`config.mk`:
```
export PLATFORM = sky130hd
export DESIGN_NAME = jam_cost_arbiter
export DESIGN_NICKNAME = d
export VERILOG_FILES = /design/src/rtl/jam_pkg.sv /design/src/rtl/jam_rsp_pipe.sv /design/src/rtl/jam_cost_arbiter.sv
export SDC_FILE = /design/constraint.sdc
export NUM_CORES = 1
export LEC_CHECK = 0
export ABC_CLOCK_PERIOD_IN_PS = 1750
export CORE_MARGIN = 1.5
export CORE_UTILIZATION = 42
export DETAILED_ROUTE_END_ITERATION = 8
export MAX_ROUTING_LAYER = met4
export PLACE_DENSITY = 0.77
export SLEW_MARGIN = 15
export SYNTH_ARGS = -nofsm -noshare
export SYNTH_HDL_FRONTEND = slang
export SYNTH_SLANG_ARGS = --single-unit
```
`constraint.sdc`:
```
create_clock -name CLK -period 1.75 [get_ports CLK]
set_clock_uncertainty 0.05 [all_clocks]
set_input_delay 0.35 -clock CLK [delete_from_list [all_inputs] [get_ports CLK]]
set_output_delay 0.35 -clock CLK [all_outputs]
set_load 0.1 [all_outputs]
```
`src/rtl/jam_pkg.sv`:
```
// jam_pkg: shared widths, lane id, FSM states and response tag for the JAM cost-table arbiter
package jam_pkg;

    localparam int IDX_W  = 3;
    localparam int COST_W = 7;

    typedef logic lane_t;

    typedef enum logic [1:0] {
        ST_IDLE   = 2'd0,
        ST_GRANT0 = 2'd1,
        ST_GRANT1 = 2'd2
    } state_t;

    typedef struct packed {
        logic  valid;
        lane_t lane;
    } tag_t;

endpackage

```
`src/rtl/jam_rsp_pipe.sv`:
```
// jam_rsp_pipe: LAT-deep tag delay line; output tag lines up with the edge that samples Cost
module jam_rsp_pipe
    import jam_pkg::*;
#(
    parameter int LAT = 1
) (
    input  logic CLK,
    input  logic RST,
    input  tag_t tag_in,
    output tag_t tag_out
);

    tag_t sr [LAT];

    always_ff @(posedge CLK) begin
        for (int i = LAT - 1; i > 0; i--) sr[i] <= RST ? '0 : sr[i-1];
        sr[0] <= RST ? '0 : tag_in;
    end

    assign tag_out = sr[LAT-1];

endmodule

```
`src/rtl/jam_cost_arbiter.sv`:
```
// jam_cost_arbiter: burst-locked round-robin sharing of one cost-table port between two JAM lanes
module jam_cost_arbiter
    import jam_pkg::*;
#(
    parameter int COST_LAT = 1
) (
    input  logic              CLK,
    input  logic              RST,
    input  logic              req0_valid,
    input  logic [IDX_W-1:0]  req0_w,
    input  logic [IDX_W-1:0]  req0_j,
    input  logic              req0_last,
    output logic              req0_ready,
    output logic              rsp0_valid,
    output logic [COST_W-1:0] rsp0_cost,
    input  logic              req1_valid,
    input  logic [IDX_W-1:0]  req1_w,
    input  logic [IDX_W-1:0]  req1_j,
    input  logic              req1_last,
    output logic              req1_ready,
    output logic              rsp1_valid,
    output logic [COST_W-1:0] rsp1_cost,
    output logic [IDX_W-1:0]  W,
    output logic [IDX_W-1:0]  J,
    input  logic [COST_W-1:0] Cost
);

    state_t            state, state_nx;
    lane_t             last_owner;
    logic              acc0, acc1, burst_end;
    tag_t              push, tag_s, tag_q;
    logic [COST_W-1:0] cost_q;

    assign req0_ready = state == ST_GRANT0;
    assign req1_ready = state == ST_GRANT1;
    assign acc0       = req0_valid & req0_ready;
    assign acc1       = req1_valid & req1_ready;
    assign burst_end  = (acc0 & req0_last) | (acc1 & req1_last);
    assign push       = '{valid: acc0 | acc1, lane: acc1};

    // Ties go to the lane that did not own the previous burst
    always_comb begin
        state_nx = state;
        case (state)
            ST_IDLE:   state_nx = (req0_valid & (~req1_valid | last_owner)) ? ST_GRANT0 :
                                  req1_valid ? ST_GRANT1 : ST_IDLE;
            ST_GRANT0: state_nx = !(acc0 & req0_last) ? ST_GRANT0 :
                                  req1_valid ? ST_GRANT1 : ST_IDLE;
            ST_GRANT1: state_nx = !(acc1 & req1_last) ? ST_GRANT1 :
                                  req0_valid ? ST_GRANT0 : ST_IDLE;
            default:   state_nx = ST_IDLE;
        endcase
    end

    jam_rsp_pipe #(.LAT(COST_LAT)) u_pipe (
        .CLK     (CLK),
        .RST     (RST),
        .tag_in  (push),
        .tag_out (tag_s)
    );

    // Cost is captured with its tag, then demuxed one edge later
    always_ff @(posedge CLK) begin
        if (RST) begin
            state      <= ST_IDLE;
            last_owner <= 1'b1;
            W          <= '0;
            J          <= '0;
            tag_q      <= '0;
            cost_q     <= '0;
            rsp0_valid <= 1'b0;
            rsp1_valid <= 1'b0;
            rsp0_cost  <= '0;
            rsp1_cost  <= '0;
        end else begin
            state  <= state_nx;
            tag_q  <= tag_s;
            cost_q <= Cost;
            if (burst_end) last_owner <= acc1;
            if (acc0 | acc1) begin
                W <= acc1 ? req1_w : req0_w;
                J <= acc1 ? req1_j : req0_j;
            end
            rsp0_valid <= tag_q.valid & (tag_q.lane == 1'b0);
            rsp1_valid <= tag_q.valid & (tag_q.lane == 1'b1);
            if (tag_q.valid & (tag_q.lane == 1'b0)) rsp0_cost <= cost_q;
            if (tag_q.valid & (tag_q.lane == 1'b1)) rsp1_cost <= cost_q;
        end
    end

endmodule

```
==> metrics.json <==
{
  "outcome": {
    "outcome": "completed"
  },
  "synthesis": {
    "cell_area_after_synthesis_um2": 1290,
    "synth_edf_count": 0,
    "synth.top_cells.by_area": "dfxtp_1 (56%), nor2b_1 (5.8%), mux2i_1 (5.4%), a21oi_1 (4.6%), nor3_1 (3.9%)",
    "seq_area_frac_synth_pct": 55.8,
    "ys_dominant_reg_cell": "dfxtp_1",
    "count_of_state_elements_after_synthesis": 36,
    "postSynthAreaPerCell_um2": 9.50,
    "synthMostInstantiatedCell": "dfxtp_1",
    "netlist.area_leader.share_pct": 55.8,
    "syn-num-nets": 161,
    "synthDistinctLibCells": 22,
    "asyncSetResetFlopFracSynth_pct": 0,
    "yosys.area.top_type": "dfxtp_1",
    "post_synth_inst_count": 136,
    "yosysWarnings": 0,
    "synthTopCellsByCount": "dfxtp_1 (36), a21oi_1 (12), nand2_1 (12), nor2b_1 (12), nor2_1 (11)"
  },
  "routing": {
    "route.final.wire_length_mm": 2.80,
    "final_antenna_net_count": 0,
    "vias": 1114,
    "drt_drc_violations_left": 0,
    "post_drt_wl_per_cell_um": 13.0,
    "initialDrtViolationCount": 32,
    "drt-vias-per-instance": 5.18,
    "drt_pass1_iterations": 4
  },
  "placed_design": {
    "dp_hpwl_mm": 2.17,
    "pre_cts_slack_ns": 0.0574,
    "numPlacedInstances": 208,
    "port_buffers": 48,
    "routability_congestion": 0.796
  },
  "cts": {
    "cts_tree": "built",
    "clock_tree.buffer_depth": 2,
    "inserted_clock_buffers": 5,
    "clkSlewWorstSetupHoldPaths_ns": 0.10,
    "cts-htree-levels": 2,
    "sink_count_of_the_clock_tree": 36,
    "root_buffer": "clkbuf_4",
    "clock_latency_ns": 0.33,
    "post-cts-setup-buffer-count": 0
  },
  "timing": {
    "drv_slew": 0,
    "timing.final.hold_violations": 0,
    "setup-violations-final": 0,
    "totalNegativeSetupSlack_ns": 0,
    "timing.final.ws_setup_ns": 0.145,
    "setup_repair_after_global_routing_missed_its_margin": "no",
    "slew_headroom_pct": 67.4,
    "worst_hold_slack_ns": 0.393,
    "worst_slew_pin_slew_ns": 0.488,
    "finalCriticalPeriod_ns": 1.60,
    "min_period_over_period_pct": 91.7,
    "achievable-frequency_mhz": 623
  },
  "setup_path": {
    "crit_fanout": 10,
    "cp_data_required_time_ns": 1.35,
    "timing.critical_path.cells": "nor2b_1 -> buf_12",
    "startpoint_type": "flop",
    "critPathBufInv": 1,
    "arrival_ns": 1.20,
    "critPathMaxStageDelay_ns": 0.42,
    "critical-path-top-delay-family": "flip-flops",
    "critical_path_class": "reg2out",
    "cp-end-kind": "output pin",
    "critPathSlowestCell": "dfxtp_2"
  },
  "floorplanning": {
    "io-pin-count": 49,
    "die_height_um": 58.5,
    "floorplan.initialDensity_pct": 45.7,
    "rows": 19,
    "fp.coreArea_um2": 2830,
    "dieArea_um2": 3420,
    "die_width_um": 58.5
  },
  "global_routing": {
    "grt_antenna_before_repair": 0,
    "global_route_wire_length_before_repair_mm": 4.62,
    "global_route_total_usage_across_every_layer_pct": 18.9,
    "largest_net_degree_at_the_start_of_global_routing": 18,
    "globalRouteOverflowTotal": 0,
    "grt_pass1_vias": 1113
  },
  "run": {
    "maxcap_violations": 0
  },
  "pwr": {
    "power_density_nw_per_um2": 802,
    "static-leakage-power_nw": 0.833,
    "worst_ir_drop_vdd_uv": 633
  },
  "cells_and_area": {
    "antenna_cells_inserted": 0,
    "utilization_pct": 73.1,
    "synthToLayoutAreaGrowth_pct": 60.0,
    "ratio_of_cells_with_drive_above_1_in_the_final_layout_pct": 20.1,
    "finalNetCount": 209,
    "final-instance-count-excl-fill": 215
  },
  "hold_path": {
    "hold_class": "reg2reg"
  }
}
-- worst register-to-register path, cell delays in order (launching register included) --
cell and delay [ns]:
dfxtp_1 0.49, nand2b_1 0.34, mux2i_1 0.26, nor2_1 0.06
-- stage by stage --
stage | power [mW] | instance area (µm²)
finish | 1.66 | 2070
global route | 1.73 | 2070
CTS | 1.67 | 2070
detailed placement | 1.29 | 2020
global placement | 1.28 | 2020
floorplan | 1.12 | 1290
-- final timing paths --
| kind | start | endpoint | slack, ns | cells past startpoint |
|---|---|---|---|---|
| worst max-delay path | state[0] | req0_ready | 0.15 | 2 |
| worst min-delay path | u_pipe.sr[0][1] | tag_q[1] | 0.39 | 1 |
| worst max register to register | tag_q[1] | rsp0_cost[0] | 0.45 | 3 |
| worst min register to register | u_pipe.sr[0][1] | tag_q[1] | 0.39 | 1 |
-- cells by family (layout without fill, tap and decap cells) --
| kind of cell | count (synthesis) | count (layout) | synth area share (%) |
|---|---|---|---|
| flip-flops | 36 | 36 | 55.8 |
| buffers and inverters | 11 | 59 | 5.03 |
| multiplexers | 7 | 7 | 5.42 |
| AO/OA/AOI/OAI | 21 | 21 | 9.39 |
| AND/OR/NAND/NOR | 61 | 61 | 24.4 |
-- where the power goes --
group / leakage (nW) / switching (mW) / internal [mW]
Combinational: 0.511 / 0.218 / 0.164
Clock: 0.0281 / 0.240 / 0.148
Sequential: 0.294 / 0.0350 / 0.853
Total: 0.833 / 0.493 / 1.17
-- registers in the layout, indices dropped and copies added, names as in the netlist --
signal / count
rsp0_cost: 7
u_pipe.sr: 2
state: 2
rsp0_valid: 1
tag_q: 2
J: 3
cost_q: 7
rsp1_valid: 1
last_owner: 1
W: 3
rsp1_cost: 7
-- per-layer routing --
metal | up-vias | global-route usage, % | share of wire [%]
met5 | - | - | 0
met4 | 0 | 11.3 | 2.7
met3 | 9 | 7.69 | 9.1
met2 | 55 | 31.8 | 49
met1 | 492 | 18.0 | 39
li1 | 558 | - | -
-- cell type report --
type	count	area (µm²)
tap	31	38.8
clock inverter	1	5.00
timing repair buffer	52	751
multi-input combinational	89	509
clock buffer	6	41.3
sequential	36	723
fill	219	761
-- cell usage in the layout (no fill, tap or decap), types with 2 or more instances in the layout --
master and instances:
buf_4 4, nand2_1 12, nor2_1 11, nand3_1 7, mux2i_1 7, a21oi_1 12, o22ai_1 5, nor2b_1 11
clkbuf_4 5, dfxtp_1 34, buf_12 24, nand3b_1 3, nand2b_1 2, and3b_1 2, dfxtp_2 2, clkdlybuf4s50_1 24
nor3_1 10
-- timing repair --
action                     CTS  global route
setup endpoints to repair    1             2
hold endpoints to repair     0             0
hold buffers                 0             0
gates resized for setup      1             2
Note: power is estimated with default switching activity, not from simulation.
